$ cat src/rtl/sonic_range_conv_pkg.sv
// rtl/sonic_range_conv_pkg.sv - shared types, defaults and helpers for the range converter
//
// Holds the sequencer state encoding, the parameter defaults, the result
// widths and the small arithmetic helpers used by the converter and its
// BCD sub-module.
package sonic_range_conv_pkg;

    localparam int CW_DEFAULT           = 24;
    localparam int TICKS_PER_CM_DEFAULT = 2900;
    localparam int MAX_CM_DEFAULT       = 400;

    localparam int DIST_W = 10;
    localparam int BCD_W  = 12;

    typedef enum logic [2:0] {
        S_IDLE  = 3'd0,
        S_DIV   = 3'd1,
        S_CLAMP = 3'd2,
        S_FILT  = 3'd3,
        S_BCD   = 3'd4,
        S_DONE  = 3'd5
    } state_t;

    // Median of three: clip c into the [min(a,b), max(a,b)] window.
    function automatic logic [DIST_W-1:0] median3(input logic [DIST_W-1:0] a,
                                                  input logic [DIST_W-1:0] b,
                                                  input logic [DIST_W-1:0] c);
        logic [DIST_W-1:0] lo;
        logic [DIST_W-1:0] hi;
        lo = (a < b) ? a : b;
        hi = (a < b) ? b : a;
        if (c < lo)
            return lo;
        else if (c > hi)
            return hi;
        else
            return c;
    endfunction

    // Double-dabble correction: add 3 to every BCD digit that is 5 or more,
    // so the following left shift carries correctly into the next digit.
    function automatic logic [BCD_W-1:0] dd_adjust(input logic [BCD_W-1:0] d);
        logic [BCD_W-1:0] r;
        r = d;
        for (int i = 0; i < BCD_W / 4; i++) begin
            if (d[4*i +: 4] >= 4'd5)
                r[4*i +: 4] = d[4*i +: 4] + 4'd3;
        end
        return r;
    endfunction

endpackage

$ cat src/rtl/sonic_range_conv_bin2bcd_seq.sv
// rtl/sonic_range_conv_bin2bcd_seq.sv - sequential 10-bit to 3-digit BCD converter
//
// Module bin2bcd_seq: double-dabble converter, one input bit per cycle.
// The start cycle loads the operand and already performs the first shift,
// so a conversion occupies exactly 10 cycles; done pulses for one cycle
// once bcd holds the result, and bcd then holds until the next start.
//
// Ports:
//   clock  - system clock, rising edge
//   reset  - synchronous, active-high
//   start  - one-cycle request, samples bin
//   bin    - 10-bit binary operand (values up to 999 are representable)
//   done   - one-cycle pulse, result valid on bcd
//   bcd    - hundreds [11:8], tens [7:4], ones [3:0]
module bin2bcd_seq
    import sonic_range_conv_pkg::*;
(
    input  logic              clock,
    input  logic              reset,
    input  logic              start,
    input  logic [DIST_W-1:0] bin,
    output logic              done,
    output logic [BCD_W-1:0]  bcd
);

    logic [DIST_W-1:0] bin_sr;
    logic [BCD_W-1:0]  bcd_sr;
    logic [3:0]        cnt;

    always_ff @(posedge clock) begin
        if (reset) begin
            bin_sr <= '0;
            bcd_sr <= '0;
            cnt    <= '0;
            done   <= 1'b0;
        end else if (start) begin
            // Adjusting an all-zero digit field is a no-op, so the first
            // iteration reduces to a plain shift of the fresh operand.
            {bcd_sr, bin_sr} <= {{BCD_W{1'b0}}, bin} << 1;
            cnt              <= 4'd9;
            done             <= 1'b0;
        end else if (cnt != 4'd0) begin
            {bcd_sr, bin_sr} <= {dd_adjust(bcd_sr), bin_sr} << 1;
            cnt              <= cnt - 4'd1;
            done             <= (cnt == 4'd1);
        end else begin
            done <= 1'b0;
        end
    end

    assign bcd = bcd_sr;

endmodule

$ cat src/rtl/sonic_range_conv.sv
// rtl/sonic_range_conv.sv - echo tick count to filtered centimetres and BCD
//
// Converts a raw echo pulse width (clock ticks) into whole centimetres with
// a restoring divider, clamps to the usable range, median-of-3 filters the
// result and converts it to BCD for display.
//
// Ports:
//   clock        - system clock, rising edge
//   reset        - synchronous, active-high
//   echo_count   - echo high-time in ticks, sampled with echo_valid
//   echo_valid   - one-cycle strobe, accepted only while idle
//   busy         - high from capture until the dist_valid cycle inclusive
//   dist_cm      - filtered distance, binary centimetres
//   dist_bcd     - dist_cm as three BCD digits
//   dist_valid   - one-cycle strobe, outputs updated in the same cycle
//   out_of_range - newest sample was clamped or was a sensor timeout
//   overrun      - sticky, a strobe arrived while busy
module sonic_range_conv
    import sonic_range_conv_pkg::*;
#(
    parameter int CW           = CW_DEFAULT,
    parameter int TICKS_PER_CM = TICKS_PER_CM_DEFAULT,
    parameter int MAX_CM       = MAX_CM_DEFAULT
) (
    input  logic              clock,
    input  logic              reset,
    input  logic [CW-1:0]     echo_count,
    input  logic              echo_valid,
    output logic              busy,
    output logic [DIST_W-1:0] dist_cm,
    output logic [BCD_W-1:0]  dist_bcd,
    output logic              dist_valid,
    output logic              out_of_range,
    output logic              overrun
);

    localparam int                CNT_W   = $clog2(CW) + 1;
    localparam int                CW1     = CW + 1;
    localparam logic [CW:0]       DIVISOR = CW1'(TICKS_PER_CM);
    localparam logic [DIST_W-1:0] MAX_VAL = DIST_W'(MAX_CM);

    state_t            state;
    state_t            state_next;

    // Divider: dq starts as the dividend and fills with quotient bits from
    // the LSB as dividend bits leave from the MSB.
    logic [CW-1:0]     rem;
    logic [CW-1:0]     dq;
    logic [CNT_W-1:0]  div_cnt;
    logic [CW:0]       trial;
    logic              trial_ge;
    logic              timeout;

    logic [DIST_W-1:0] clamp_val;
    logic              range_flag;
    logic [DIST_W-1:0] h0;
    logic [DIST_W-1:0] h1;
    logic [DIST_W-1:0] h2;
    logic              hist_full;
    logic [DIST_W-1:0] med;

    logic              bcd_start;
    logic              bcd_done;
    logic [BCD_W-1:0]  bcd_value;

    always_ff @(posedge clock) begin
        if (reset)
            state <= S_IDLE;
        else
            state <= state_next;
    end

    always_comb begin
        state_next = state;
        case (state)
            S_IDLE:  if (echo_valid) state_next = S_DIV;
            S_DIV:   if (div_cnt == CNT_W'(CW - 1)) state_next = S_CLAMP;
            S_CLAMP: state_next = S_FILT;
            S_FILT:  state_next = S_BCD;
            S_BCD:   if (bcd_done) state_next = S_DONE;
            S_DONE:  state_next = S_IDLE;
            default: state_next = S_IDLE;
        endcase
    end

    // Both flags decode the state register only, so they stay registered.
    always_comb begin
        busy       = (state != S_IDLE);
        dist_valid = (state == S_DONE);
    end

    always_comb begin
        trial    = {rem, dq[CW-1]};
        trial_ge = (trial >= DIVISOR);
        // History is stable from the FILT edge until the result is taken,
        // so the median can feed both the converter and dist_cm directly.
        med      = median3(h0, h1, h2);
    end

    always_ff @(posedge clock) begin
        if (reset) begin
            rem          <= '0;
            dq           <= '0;
            div_cnt      <= '0;
            timeout      <= 1'b0;
            clamp_val    <= '0;
            range_flag   <= 1'b0;
            h0           <= '0;
            h1           <= '0;
            h2           <= '0;
            hist_full    <= 1'b0;
            bcd_start    <= 1'b0;
            dist_cm      <= '0;
            dist_bcd     <= '0;
            out_of_range <= 1'b0;
            overrun      <= 1'b0;
        end else begin
            bcd_start <= 1'b0;
            if (echo_valid && state != S_IDLE)
                overrun <= 1'b1;

            case (state)
                S_IDLE: begin
                    if (echo_valid) begin
                        dq      <= echo_count;
                        rem     <= '0;
                        div_cnt <= '0;
                        timeout <= &echo_count;
                    end
                end
                S_DIV: begin
                    rem     <= trial_ge ? CW'(trial - DIVISOR) : trial[CW-1:0];
                    dq      <= {dq[CW-2:0], trial_ge};
                    div_cnt <= div_cnt + 1'b1;
                end
                S_CLAMP: begin
                    if (timeout || dq > CW'(MAX_CM)) begin
                        clamp_val  <= MAX_VAL;
                        range_flag <= 1'b1;
                    end else begin
                        clamp_val  <= dq[DIST_W-1:0];
                        range_flag <= 1'b0;
                    end
                end
                S_FILT: begin
                    // An empty history is seeded entirely with the first
                    // sample so the median starts out equal to it.
                    h0        <= clamp_val;
                    h1        <= hist_full ? h0 : clamp_val;
                    h2        <= hist_full ? h1 : clamp_val;
                    hist_full <= 1'b1;
                    bcd_start <= 1'b1;
                end
                S_BCD: begin
                    if (bcd_done) begin
                        dist_cm      <= med;
                        dist_bcd     <= bcd_value;
                        out_of_range <= range_flag;
                    end
                end
                default: ;
            endcase
        end
    end

    bin2bcd_seq u_bin2bcd (
        .clock (clock),
        .reset (reset),
        .start (bcd_start),
        .bin   (med),
        .done  (bcd_done),
        .bcd   (bcd_value)
    );

endmodule

$ cat config.mk
export PLATFORM = sky130hd
export DESIGN_NAME = sonic_range_conv
export DESIGN_NICKNAME = d
export VERILOG_FILES = /design/src/rtl/sonic_range_conv_pkg.sv /design/src/rtl/sonic_range_conv_bin2bcd_seq.sv /design/src/rtl/sonic_range_conv.sv
export SDC_FILE = /design/constraint.sdc
export NUM_CORES = 1
export LEC_CHECK = 0
export ABC_AREA = 0
export CAP_MARGIN = 20
export CELL_PAD_IN_SITES_DETAIL_PLACEMENT = 0
export CELL_PAD_IN_SITES_GLOBAL_PLACEMENT = 1
export CORE_MARGIN = 2
export CORE_UTILIZATION = 25
export CTS_CLUSTER_DIAMETER = 80
export DETAILED_ROUTE_END_ITERATION = 10
export GPL_ROUTABILITY_DRIVEN = 0
export PLACE_DENSITY_LB_ADDON = 0.25
export RECOVER_POWER = 50
export SYNTH_ARGS = -nofsm -noshare
export SYNTH_HDL_FRONTEND = slang
export SYNTH_SLANG_ARGS = --single-unit
$ cat constraint.sdc
create_clock -name clock -period 5.4 [get_ports clock]
set_input_delay 1.08 -clock clock [delete_from_list [all_inputs] [get_ports clock]]
set_output_delay 1.08 -clock clock [all_outputs]
set_load 0.1 [all_outputs]
==> flow_summary_export.csv <==
group,metric,value,unit
setup_path,crit_path_start_kind,"primary input",
yosys,synth_top_flop_cell,"dfxtp_1",
power_and_ir_drop,pwr-share-comb,0.341,
flow_run,max_cap_viol_count,1,
power_and_ir_drop,p_switching,1.468,mW
setup_path,slowest_delay,2.30,ns
yosys,synth_cell_types,59,
power_and_ir_drop,p_leak,3.378,nW
timing,finalSetupViolCount,0,
timing,worstMarginPinSlew,3.342,ns
power_and_ir_drop,power.internal,2.503,mW
global_route,grt_overflow,0,
hold_path,min_from,"dist_bcd[11]$_SDFFE_PP0P_",
timing,fin_crit_sh,0.8499,
setup_path,critical_path.max_fanout,68,
floorplanning,initial_core_util,0.2549,
detailed_routing,vias_per_cell,4.812,
layout,final_nets,1047,
global_route,grt_max_degree,69,
place,port_buffers,52,
setup_path,r2r_slack,0.99,ns
timing,max_clock_freq,217.9,MHz
power_and_ir_drop,p_sw_frac,0.3697,
yosys,synthCells,962,
setup_path,end_kind,"flip-flop",
detailed_routing,via_count,6688,
hold_path,holdPathEnd,"dist_bcd[11]$_SDFFE_PP0P_",
detailed_routing,drt_first_pass_iters,4,
yosys,yosysWarningCount,0,
global_route,grt_pass1_wl,35.76,mm
timing,final.setup.tns,0,ns
floorplanning,die-area,0.03270,mm^2
timing,rsz0062_at_grt,"no",
setup_path,regToRegEndpoint,"u_bin2bcd.bin_sr[3]$_SDFFE_PP0P_",
clock_tree,clk_path_buf_depth,2,
power_and_ir_drop,p_clk_frac,0.321,
layout,design_area,0.009284,mm^2
detailed_routing,wirelength,21.17,mm
clock_tree,cts_tree,"built",
setup_path,crit_chain,"clkbuf_1 > clkbuf_2 > a21oi_1 > and2_0",
run_status,violations,"capacitance limit, slew limit",
layout,fin_util,0.3027,
detailed_routing,drc,0,
yosys,syn_nets,1028,
layout,diodes,0,
global_route,grt_pass1_vias,6554,
clock_tree,numCtsBuffers,17,
timing,holdWs,0.4593,ns
timing,fin_crit,4.590,ns
yosys,syn_area,0.007817,mm^2
setup_path,worstPathArrival,4.92,ns
power_and_ir_drop,powerDensity,427.8,mW/mm^2
hold_path,whs_path_depth,2,
setup_path,cpMaxStageDelayCell,"clkbuf_1",
yosys,yosysTopAreaCellShare,0.3867,
clock_tree,clkTransAtPathRegs,0.07,ns
clock_tree,root_buffer,"clkbuf_16",
yosys,synthArstFlopShare,0,
timing,slew_headroom,-1.228,
place,place_area,0.008685,mm^2
setup_path,path_buf_inv,2,
floorplanning,rows,64,
yosys,synth_edf_count,0,
power_and_ir_drop,p_seq_frac,0.338,
layout,syn_to_final_growth,18.76,%
yosys,yosysSeqAreaShare,0.3867,
floorplanning,ios,53,
clock_tree,cts.repair.resized,0,
timing,fin_worst_skew,0.01287,ns
setup_path,rr_worst_depth,16,
setup_path,required,5.73,ns
detailed_routing,drtAntennaViolNets,0,
power_and_ir_drop,vdd_drop_max,0.2247,mV
clock_tree,htree_levels,4,
hold_path,min_path_type,"flip-flop to flip-flop",
detailed_routing,drt_iter0_markers,282,
floorplanning,core,0.03067,mm^2
yosys,synth_largest_area_cell,"dfxtp_1",
layout,drive_gt1_frac,0.07344,
clock_tree,clock-sinks,151,
global_route,grtUsageTotal,0.1337,
floorplanning,die_w,180.8,um
place,dp_hpwl,14.82,mm
clock_tree,post_cts_buffers,0,
yosys,synth_seq_cells,151,
yosys,ys_top_cells_by_area,"dfxtp_1, nor2_1, ha_1",
global_route,antenna_found_initial,0,
timing,final_hold_viol_count,0,
run_status,status,"finished with violations",
setup_path,timing.rr.start,"h1[9]$_SDFFE_PP0P_",
setup_path,critPathTopFamily,"buffers and inverters",
clock_tree,clock_latency,0.44,ns
timing,slew_violations,69,
yosys,syn_avg_cell_area,8.126,um^2
detailed_routing,routedWlPerCell,15.23,um
setup_path,criticalPathCategory,"primary input to flip-flop",
floorplanning,die_h,180.8,um
clock_tree,cts_hold_buf,0,
logic make-up (layout without fill, tap and decap cells):
kind of cell               Yosys count  in the layout  synth area share
and+or+nand+nor                    391            391            0.2409
AOI/OAI and AO/OA                  240            240            0.2086
DFF                                151            151            0.3867
buffers and inverters               99            131           0.04978
adders and majority gates           39             39           0.06242
xor gates and xnor gates            22             22           0.02465
muxes                               20             20           0.02705
state kept, by name, indices dropped and copies added (netlist names), 3 cells and up:
name and count:
div_cnt 6, clamp_val 10, state 3, h0 10, u_bin2bcd.bin_sr 9, h2 10, dq 24, rem 24
h1 10, u_bin2bcd.bcd 12, u_bin2bcd.cnt 4, dist_cm 10, dist_bcd 12
worst max-delay path by stage:
stage / depth (start not counted) / from / slack [ns] / end
after floorplan: 17 / h1[4]$_SDFFE_PP0P_ / 1.69 / u_bin2bcd.bin_sr[2]$_SDFFE_PP0P_
after global placement: 16 / h1[9]$_SDFFE_PP0P_ / 1.09 / u_bin2bcd.bcd[0]$_SDFFE_PP0P_
after detailed placement: 16 / h1[9]$_SDFFE_PP0P_ / 1.10 / u_bin2bcd.bcd[0]$_SDFFE_PP0P_
after CTS: 16 / h1[9]$_SDFFE_PP0P_ / 1.09 / u_bin2bcd.bcd[0]$_SDFFE_PP0P_
after global routing: 4 / reset / 0.38 / state[1]$_SDFFE_PP0P_
final: 4 / reset / 0.81 / state[1]$_SDFFE_PP0P_
metrics by stage:
step	power, mW	setup slack, ns	std cells
floorplan	2.593	1.691	962
global placement	2.742	1.087	1358
detailed placement	2.736	1.096	1358
CTS	4.027	1.091	1390
global route	4.239	0.3771	1390
finish	3.971	0.8104	1390
power groups by stage:
stage	sequential (mW)	combinational, mW	clock, mW
finish	1.34	1.35	1.27
global route	1.36	1.52	1.35
CTS	1.34	1.37	1.31
detailed placement	1.37	1.37	0
global placement	1.37	1.37	0
floorplan	1.36	1.24	0
placed cells by master, fill, tap and decap left out, types with 3 or more instances in the layout:
master,n
dfxtp_1,151
nor2_1,131
nand2_1,88
a21oi_1,75
a211oi_1,61
clkdlybuf4s50_1,51
ha_1,39
inv_1,34
nand3_1,28
nor4_1,27
o21ai_0,26
nor3_1,24
and2_1,21
a31oi_1,18
clkbuf_16,17
a22o_1,16
nor2b_1,14
nand4_1,13
xnor2_1,12
buf_4,12
mux2i_1,11
and3_1,10
xor2_1,10
mux2_2,9
a22oi_1,8
nand2b_1,5
a21o_1,5
or2_2,5
nor3b_1,5
o211ai_1,4
o21a_1,3
or3_1,3
clkinvlp_4,3
clkinv_4,3
inv_6,3
bufinv_16,3
layer usage:
| layer | GRT usage | vias up | routed length (um) |
|---|---|---|---|
| li1 | - | 3498 | - |
| met1 | 0.1922 | 3087 | 11180 |
| met2 | 0.2043 | 87 | 9142 |
| met3 | 0.02499 | 16 | 606 |
| met4 | 0.03484 | 0 | 240 |
| met5 | 0 | - | 0 |
area by class of cell:
type,count,area (um^2)
clock buffers,17,425.4
clock inverters,15,192.7
fillers,3316,21390
well taps,396,495.5
repair buffers,65,609.3
inverters,34,127.6
multi-input cells,712,4410
flip-flops and latches,151,3023
tightest hold or removal path, stage by stage, from the launching register on:
cell and delay (ns):
dfxtp_1 0.31, nand2_1 0.05, a21oi_1 0.05
Yosys cell counts (2+ instances only):
cell	n
dfxtp_1	151
a31oi_1	18
nand2_1	88
nand3_1	28
and2_1	22
xor2_1	10
a311oi_1	2
nand4_1	13
o2111ai_1	2
nand2b_1	5
a32oi_1	2
inv_1	34
or2_2	6
a41oi_1	2
nor2b_1	14
or3_1	3
a41o_1	2
o21a_1	3
nor3b_1	5
buf_2	2
o21ai_0	26
a2111oi_4	2
ha_1	39
a211oi_1	61
and3_1	10
xnor2_1	12
or3b_2	2
nor4bb_1	2
a21o_1	5
nor4_1	27
a211o_1	2
nor3_1	24
buf_1	3
a22oi_1	8
o211ai_1	4
mux2i_1	11
clkbuf_1	58
and4_1	2
and3b_1	2
a22o_1	16
nor2_1	133
mux2_2	9
a21oi_1	75
buf_6	2
Power figures use the tool's default switching activity.
